File: config.mk
export PLATFORM = sky130hd
export DESIGN_NAME = adc_pipe_capture_flat
export DESIGN_NICKNAME = d
export VERILOG_FILES = /design/src/rtl/adc_pipe_capture_if.sv /design/src/rtl/adc_pipe_capture.sv /design/src/flat_wrapper.sv
export SDC_FILE = /design/constraint.sdc
export NUM_CORES = 1
export LEC_CHECK = 0
export CORE_ASPECT_RATIO = 1.25
export CORE_MARGIN = 8
export CORE_UTILIZATION = 50
export CTS_BUF_LIST = sky130_fd_sc_hd__clkbuf_4
export DETAILED_ROUTE_END_ITERATION = 12
export PLACE_DENSITY = 0.76
export SLEW_MARGIN = 20
export SYNTH_ARGS = -nofsm -noshare
export SYNTH_HDL_FRONTEND = slang
export SYNTH_SLANG_ARGS = --single-unit
File: constraint.sdc
create_clock -name clock_i -period 4.26 [get_ports clock_i]
set_input_delay 0.852 -clock clock_i [delete_from_list [all_inputs] [get_ports clock_i]]
set_output_delay 0.852 -clock clock_i [all_outputs]
set_load 0.05 [all_outputs]
File: src/rtl/adc_pipe_capture_if.sv
// Bus between the capture block and its environment: ADC code in, trigger controls,
// and the valid/ready read port with burst status.
interface adc_pipe_capture_if #(
    parameter int NUM_BITS = 3,
    parameter int DEPTH    = 16
);
    localparam int CW = $clog2(DEPTH + 1);

    logic [NUM_BITS-1:0] d_i;
    logic                arm_i;
    logic                trig_i;
    logic                abort_i;
    logic                rd_ready_i;
    logic                rd_valid_o;
    logic [NUM_BITS-1:0] rd_data_o;
    logic                busy_o;
    logic                done_o;
    logic [CW-1:0]       clip_cnt_o;

    modport master (
        output d_i, arm_i, trig_i, abort_i, rd_ready_i,
        input  rd_valid_o, rd_data_o, busy_o, done_o, clip_cnt_o
    );

    modport slave (
        input  d_i, arm_i, trig_i, abort_i, rd_ready_i,
        output rd_valid_o, rd_data_o, busy_o, done_o, clip_cnt_o
    );
endinterface

File: src/rtl/adc_pipe_capture.sv
// Burst capture of pipelined-ADC codes: waits out the encoder fill, captures DEPTH codes
// on trigger, counts full-scale codes, and drains the burst over a valid/ready port.
module adc_pipe_capture #(
    parameter int NUM_BITS = 3,
    parameter int DEPTH    = 16,
    parameter int LATENCY  = 3
) (
    input  logic               clock_i,
    input  logic               reset_i,
    adc_pipe_capture_if.slave  bus
);
    localparam int PW     = $clog2(DEPTH);
    localparam int CW     = $clog2(DEPTH + 1);
    localparam int FILL_W = (LATENCY < 2) ? 1 : $clog2(LATENCY + 1);
    localparam logic [FILL_W-1:0]   FILL_LAST = FILL_W'((LATENCY == 0) ? 0 : LATENCY - 1);
    localparam logic [PW-1:0]       PTR_LAST  = PW'(DEPTH - 1);
    localparam logic [NUM_BITS-1:0] CODE_MAX  = '1;

    typedef enum logic [2:0] {
        S_FILL,
        S_IDLE,
        S_ARMED,
        S_CAPTURE,
        S_READOUT
    } state_t;

    state_t              state_q, state_d;
    logic [FILL_W-1:0]   fill_cnt_q, fill_cnt_d;
    logic [PW-1:0]       wr_ptr_q, wr_ptr_d;
    logic [PW-1:0]       rd_ptr_q, rd_ptr_d;
    logic [CW-1:0]       clip_cnt_q, clip_cnt_d;
    logic                done_q, done_d;
    logic [NUM_BITS-1:0] mem_q [DEPTH];
    logic                wr_en;
    logic [PW-1:0]       wr_addr;
    logic                is_full_scale;

    assign is_full_scale = (bus.d_i == '0) || (bus.d_i == CODE_MAX);

    always_comb begin
        state_d    = state_q;
        fill_cnt_d = fill_cnt_q;
        wr_ptr_d   = wr_ptr_q;
        rd_ptr_d   = rd_ptr_q;
        clip_cnt_d = clip_cnt_q;
        done_d     = 1'b0;
        wr_en      = 1'b0;
        wr_addr    = wr_ptr_q;
        case (state_q)
            S_FILL: begin
                if (fill_cnt_q == FILL_LAST) state_d = S_IDLE;
                else                         fill_cnt_d = fill_cnt_q + 1'b1;
            end
            S_IDLE: begin
                if (bus.arm_i) state_d = S_ARMED;
            end
            S_ARMED: begin
                if (bus.abort_i) begin
                    state_d  = S_IDLE;
                    wr_ptr_d = '0;
                    rd_ptr_d = '0;
                end else if (bus.trig_i) begin
                    wr_en      = 1'b1;
                    wr_addr    = '0;
                    clip_cnt_d = CW'(is_full_scale);
                    wr_ptr_d   = PW'(1);
                    state_d    = S_CAPTURE;
                end
            end
            S_CAPTURE: begin
                if (bus.abort_i) begin
                    state_d  = S_IDLE;
                    wr_ptr_d = '0;
                    rd_ptr_d = '0;
                end else begin
                    wr_en      = 1'b1;
                    clip_cnt_d = clip_cnt_q + CW'(is_full_scale);
                    if (wr_ptr_q == PTR_LAST) begin
                        wr_ptr_d = '0;
                        state_d  = S_READOUT;
                    end else begin
                        wr_ptr_d = wr_ptr_q + 1'b1;
                    end
                end
            end
            S_READOUT: begin
                if (bus.abort_i) begin
                    state_d  = S_IDLE;
                    wr_ptr_d = '0;
                    rd_ptr_d = '0;
                end else if (bus.rd_ready_i) begin
                    // Last word accepted: return to IDLE with a one-cycle done pulse.
                    if (rd_ptr_q == PTR_LAST) begin
                        rd_ptr_d = '0;
                        done_d   = 1'b1;
                        state_d  = S_IDLE;
                    end else begin
                        rd_ptr_d = rd_ptr_q + 1'b1;
                    end
                end
            end
            default: state_d = S_FILL;
        endcase
    end

    always_ff @(posedge clock_i or posedge reset_i) begin
        if (reset_i) begin
            state_q    <= S_FILL;
            fill_cnt_q <= '0;
            wr_ptr_q   <= '0;
            rd_ptr_q   <= '0;
            clip_cnt_q <= '0;
            done_q     <= 1'b0;
        end else begin
            state_q    <= state_d;
            fill_cnt_q <= fill_cnt_d;
            wr_ptr_q   <= wr_ptr_d;
            rd_ptr_q   <= rd_ptr_d;
            clip_cnt_q <= clip_cnt_d;
            done_q     <= done_d;
        end
    end

    // Sample storage carries no reset; contents are only read after a full burst write.
    always_ff @(posedge clock_i) begin
        if (wr_en) mem_q[wr_addr] <= bus.d_i;
    end

    assign bus.busy_o     = (state_q == S_ARMED) || (state_q == S_CAPTURE) || (state_q == S_READOUT);
    assign bus.rd_valid_o = (state_q == S_READOUT);
    assign bus.rd_data_o  = (state_q == S_READOUT) ? mem_q[rd_ptr_q] : '0;
    assign bus.done_o     = done_q;
    assign bus.clip_cnt_o = clip_cnt_q;
endmodule
File: src/flat_wrapper.sv
// flat-port wrapper written by rule: the top's interface ports become plain ports
module adc_pipe_capture_flat 
#(
    parameter int NUM_BITS = 3,
    parameter int DEPTH    = 16,
    parameter int LATENCY  = 3
)
  (clock_i, reset_i, bus_d_i, bus_arm_i, bus_trig_i, bus_abort_i, bus_rd_ready_i, bus_rd_valid_o, bus_rd_data_o, bus_busy_o, bus_done_o, bus_clip_cnt_o);
  adc_pipe_capture_if #(.NUM_BITS(NUM_BITS), .DEPTH(DEPTH)) bus_i ();
  input  logic clock_i;
  input  logic reset_i;
  input wire logic [$bits(bus_i.d_i)-1:0] bus_d_i;
  input wire logic [$bits(bus_i.arm_i)-1:0] bus_arm_i;
  input wire logic [$bits(bus_i.trig_i)-1:0] bus_trig_i;
  input wire logic [$bits(bus_i.abort_i)-1:0] bus_abort_i;
  input wire logic [$bits(bus_i.rd_ready_i)-1:0] bus_rd_ready_i;
  output wire logic [$bits(bus_i.rd_valid_o)-1:0] bus_rd_valid_o;
  output wire logic [$bits(bus_i.rd_data_o)-1:0] bus_rd_data_o;
  output wire logic [$bits(bus_i.busy_o)-1:0] bus_busy_o;
  output wire logic [$bits(bus_i.done_o)-1:0] bus_done_o;
  output wire logic [$bits(bus_i.clip_cnt_o)-1:0] bus_clip_cnt_o;
  assign bus_i.d_i = bus_d_i;
  assign bus_i.arm_i = bus_arm_i;
  assign bus_i.trig_i = bus_trig_i;
  assign bus_i.abort_i = bus_abort_i;
  assign bus_i.rd_ready_i = bus_rd_ready_i;
  assign bus_rd_valid_o = bus_i.rd_valid_o;
  assign bus_rd_data_o = bus_i.rd_data_o;
  assign bus_busy_o = bus_i.busy_o;
  assign bus_done_o = bus_i.done_o;
  assign bus_clip_cnt_o = bus_i.clip_cnt_o;
  adc_pipe_capture #(.NUM_BITS(NUM_BITS), .DEPTH(DEPTH), .LATENCY(LATENCY)) u_core (.clock_i(clock_i), .reset_i(reset_i), .bus(bus_i));
endmodule
==> metrics.md <==
| Metric | Value |
|---|---|
| Status | `finished, final reports clean` |
| Fin Setup TNS | `0 ns` |
| Gpl congestion | `0.815` |
| WP data arrival | `2.86 ns` |
| Fillers | `497` |
| Syn nets | `241` |
| GRT Overall Usage | `14.4%` |
| # nets final | `263` |
| Critical-path maximum fanout | `9` |
| Synth cell count leaders | `48 x edfxtp_1, 23 x nor2_1, 19 x dfrtp_1` |
| Initial Utilization | `50.9%` |
| Post-DP HPWL | `4180 um` |
| Largest area contributor in the netlist | `edfxtp_1` |
| Critical path's top delay family | `buffers and inverters` |
| Pre-antenna DRT Iters | `4` |
| Largest net degree at the start of global routing | `20` |
| Number of CTS-inserted buffers | `9` |
| Max stage delay on crit path | `0.72 ns` |
| Setup CP Type | `reg2out` |
| LEAKAGE | `1.24 nW` |
| Die W | `86.2 um` |
| WP data required | `3.41 ns` |
| Pwr dens | `484 mW/mm2` |
| Detailed-route DRC error count | `0` |
| Synthesis Warnings | `0` |
| Post-synthesis sequential area ratio | `62.3%` |
| Post-CTS Setup Inserts | `0` |
| Register bit total from synthesis | `67` |
| Initial antenna violation count | `0` |
| CTS clk-pin slew, worst paths | `0.10 ns` |
| H-Tree Depth | `3` |
| Fmax | `269 MHz` |
| Buf/Inv on CP | `2` |
| Root Driver | `clkbuf_4` |
| Peak VDD IR | `0.000333 V` |
| Layout cell share with drive strength beyond 1 | `14.2%` |
| Asr flop ratio synth | `28.4%` |
| Max Slew Vio Count | `0` |
| Placeable Area | `0.00605 mm2` |
| Buffers on Ports | `19` |
| Final setup fails | `0` |
| WL final | `5960 um` |
| Synth Flop Type | `edfxtp_1` |
| Final hold slack | `0.538 ns` |
| Hold Crit Class | `reg2reg` |
| CP cell instances | `buf_4 -> mux4_2 -> a211oi_1 -> a211oi_1 -> clkdlybuf4s50_1` |
| Die Ht | `104 um` |
| Gate Count Post-Synth | `227` |
| Final WS setup | `0.548 ns` |
| Yosys top cell area share | `46.8%` |
| Area of placed instances | `0.00335 mm2` |
| Mean post-synth cell area | `13.6 um2` |
| Synth top area cells | `edfxtp_1 47%, dfrtp_1 15%, mux4_2 8.8%` |
| GRT overflow | `0` |
| Startpoint types | `register` |
| Place WS | `0.958 ns` |
| EDFF count, synth | `48` |
| Netlist cell types | `44` |
| CP endpoint kind | `primary output` |
| Actual slew at the worst max-slew pin | `0.768 ns` |
| WL per Instance | `17.6 um` |
| Critical Path Slowest Stage Cell | `clkdlybuf4s50_1` |
| Max_slew headroom | `48.8%` |
| CTS sink count | `67` |
| First-pass GRT wire length | `9720 um` |
| Vias/cell | `5.62` |
| Most common cell on crit path | `a211oi_1` |
| RSZ-0062 raised after global routing | `no` |
| Routed Antenna Nets | `0` |
| Drt first-iter violations | `131` |
| Area Overhead vs Synth | `13.1%` |
| Die area | `0.00894 mm2` |
| Final Skew | `0.0164 ns` |
| Cell area after layout | `0.00348 mm2` |
| TritonCTS clock tree | `done` |
| Hold-fix buffers, CTS | `0` |
| Via count | `1905` |
| Worst-skew pair later-pin latency | `0.42 ns` |
| Final Hold Fails | `0` |
| Most frequent cell after synthesis | `edfxtp_1` |
| Final min period | `3.71 ns` |
| Vias in the first global route | `1919` |
| Clock tree buffer depth | `2` |
| Cell area after synthesis | `0.00308 mm2` |
| Period utilisation layout | `87.1%` |
| Max-Cap Viols | `0` |
| Total of cells resized after clock tree synthesis | `0` |
| # diodes | `0` |
| # IOs | `20` |
| Standard-cell rows | `32` |
power breakdown:
part / internal, mW / leakage (nW) / switching, mW
combinational: 0.204 / 0.477 / 0.254
sequential: 0.748 / 0.685 / 0.0836
clock: 0.180 / 0.0736 / 0.214
cell usage in the layout (no fill, tap or decap), types with 7 or more instances in the layout:
cell and instances:
clkdlybuf4s50_1 19, nand2_1 17, edfxtp_1 48, dfrtp_1 19, inv_1 7, clkbuf_4 10, nand3_1 7, mux4_2 12
o21ai_0 7, nor2_1 23
metal layers:
layer / GRT usage (%) / wire (um)
met5: 0 / 0
met4: 7.66 / 127
met3: 3.72 / 266
met2: 23.6 / 3100
met1: 16.9 / 2460
path summary, 6_finish.rpt:
| check | startpoint | slack, ns | end | cells past startpoint |
|---|---|---|---|---|
| min in group asynchronous | reset_i | 0.88 | u_core.rd_ptr_q[2]$_DFFE_PP0P_ | 2 |
| min reg2reg | u_core.fill_cnt_q[1]$_DFFE_PP0P_ | 0.54 | u_core.fill_cnt_q[1]$_DFFE_PP0P_ | 2 |
| max reg2reg | u_core.state_q[0]$_DFFE_PP0P_ | 2.14 | u_core.rd_ptr_q[0]$_DFFE_PP0P_ | 4 |
| max | u_core.rd_ptr_q[0]$_DFFE_PP0P_ | 0.55 | bus_rd_data_o[0] | 5 |
| min | u_core.fill_cnt_q[1]$_DFFE_PP0P_ | 0.54 | u_core.fill_cnt_q[1]$_DFFE_PP0P_ | 2 |
| max in group asynchronous | reset_i | 2.89 | u_core.wr_ptr_q[1]$_DFFE_PP0P_ | 2 |
state kept, by name, indices dropped and copies added, names as in the netlist:
register and flops:
u_core.bus.clip_cnt_o 5, u_core.bus.done_o 1, u_core.fill_cnt_q 2, u_core.mem_q 48
u_core.rd_ptr_q 4, u_core.state_q 3, u_core.wr_ptr_q 4
metrics by stage:
stage                     total power [mW]  utilization, %  cells
final                                 1.68            57.6    339
after global routing                  1.78            57.6    339
after CTS                             1.69            57.6    339
after detailed placement              1.30            55.4    323
after global placement                1.28            55.4    323
after floorplan                       1.18               -    227
final cells by class:
cell class	count	area, um2	area share, %
well taps	85	106	3.06
clock inverters	6	56.3	1.62
clock buffers	10	75.1	2.16
flip-flops and latches	67	1920	55.1
inverters	7	26.3	0.755
multi-input cells	141	1080	31.0
repair buffers	23	220	6.33
kinds of logic (layout without fill, tap and decap cells):
| logic type | Yosys count | after routing | share of synthesized area [%] |
|---|---|---|---|
| AND/OR/NAND/NOR | 83 | 83 | 13.9 |
| flip-flops | 67 | 67 | 62.3 |
| AO/OA/AOI/OAI | 29 | 29 | 6.59 |
| multiplexers | 20 | 20 | 11.5 |
| buffers and inverters | 19 | 46 | 2.60 |
| adder cells (fa/ha/maj) | 5 | 5 | 2.03 |
| XOR/XNOR | 4 | 4 | 1.14 |
worst reg2reg max path, cell delays in order (launching register included):
cell,delay [ns]
dfrtp_1,0.57
or3b_1,0.64
or3_1,0.46
a311o_1,0.33
nand2_1,0.06
(Power assumes the default switching activity.)
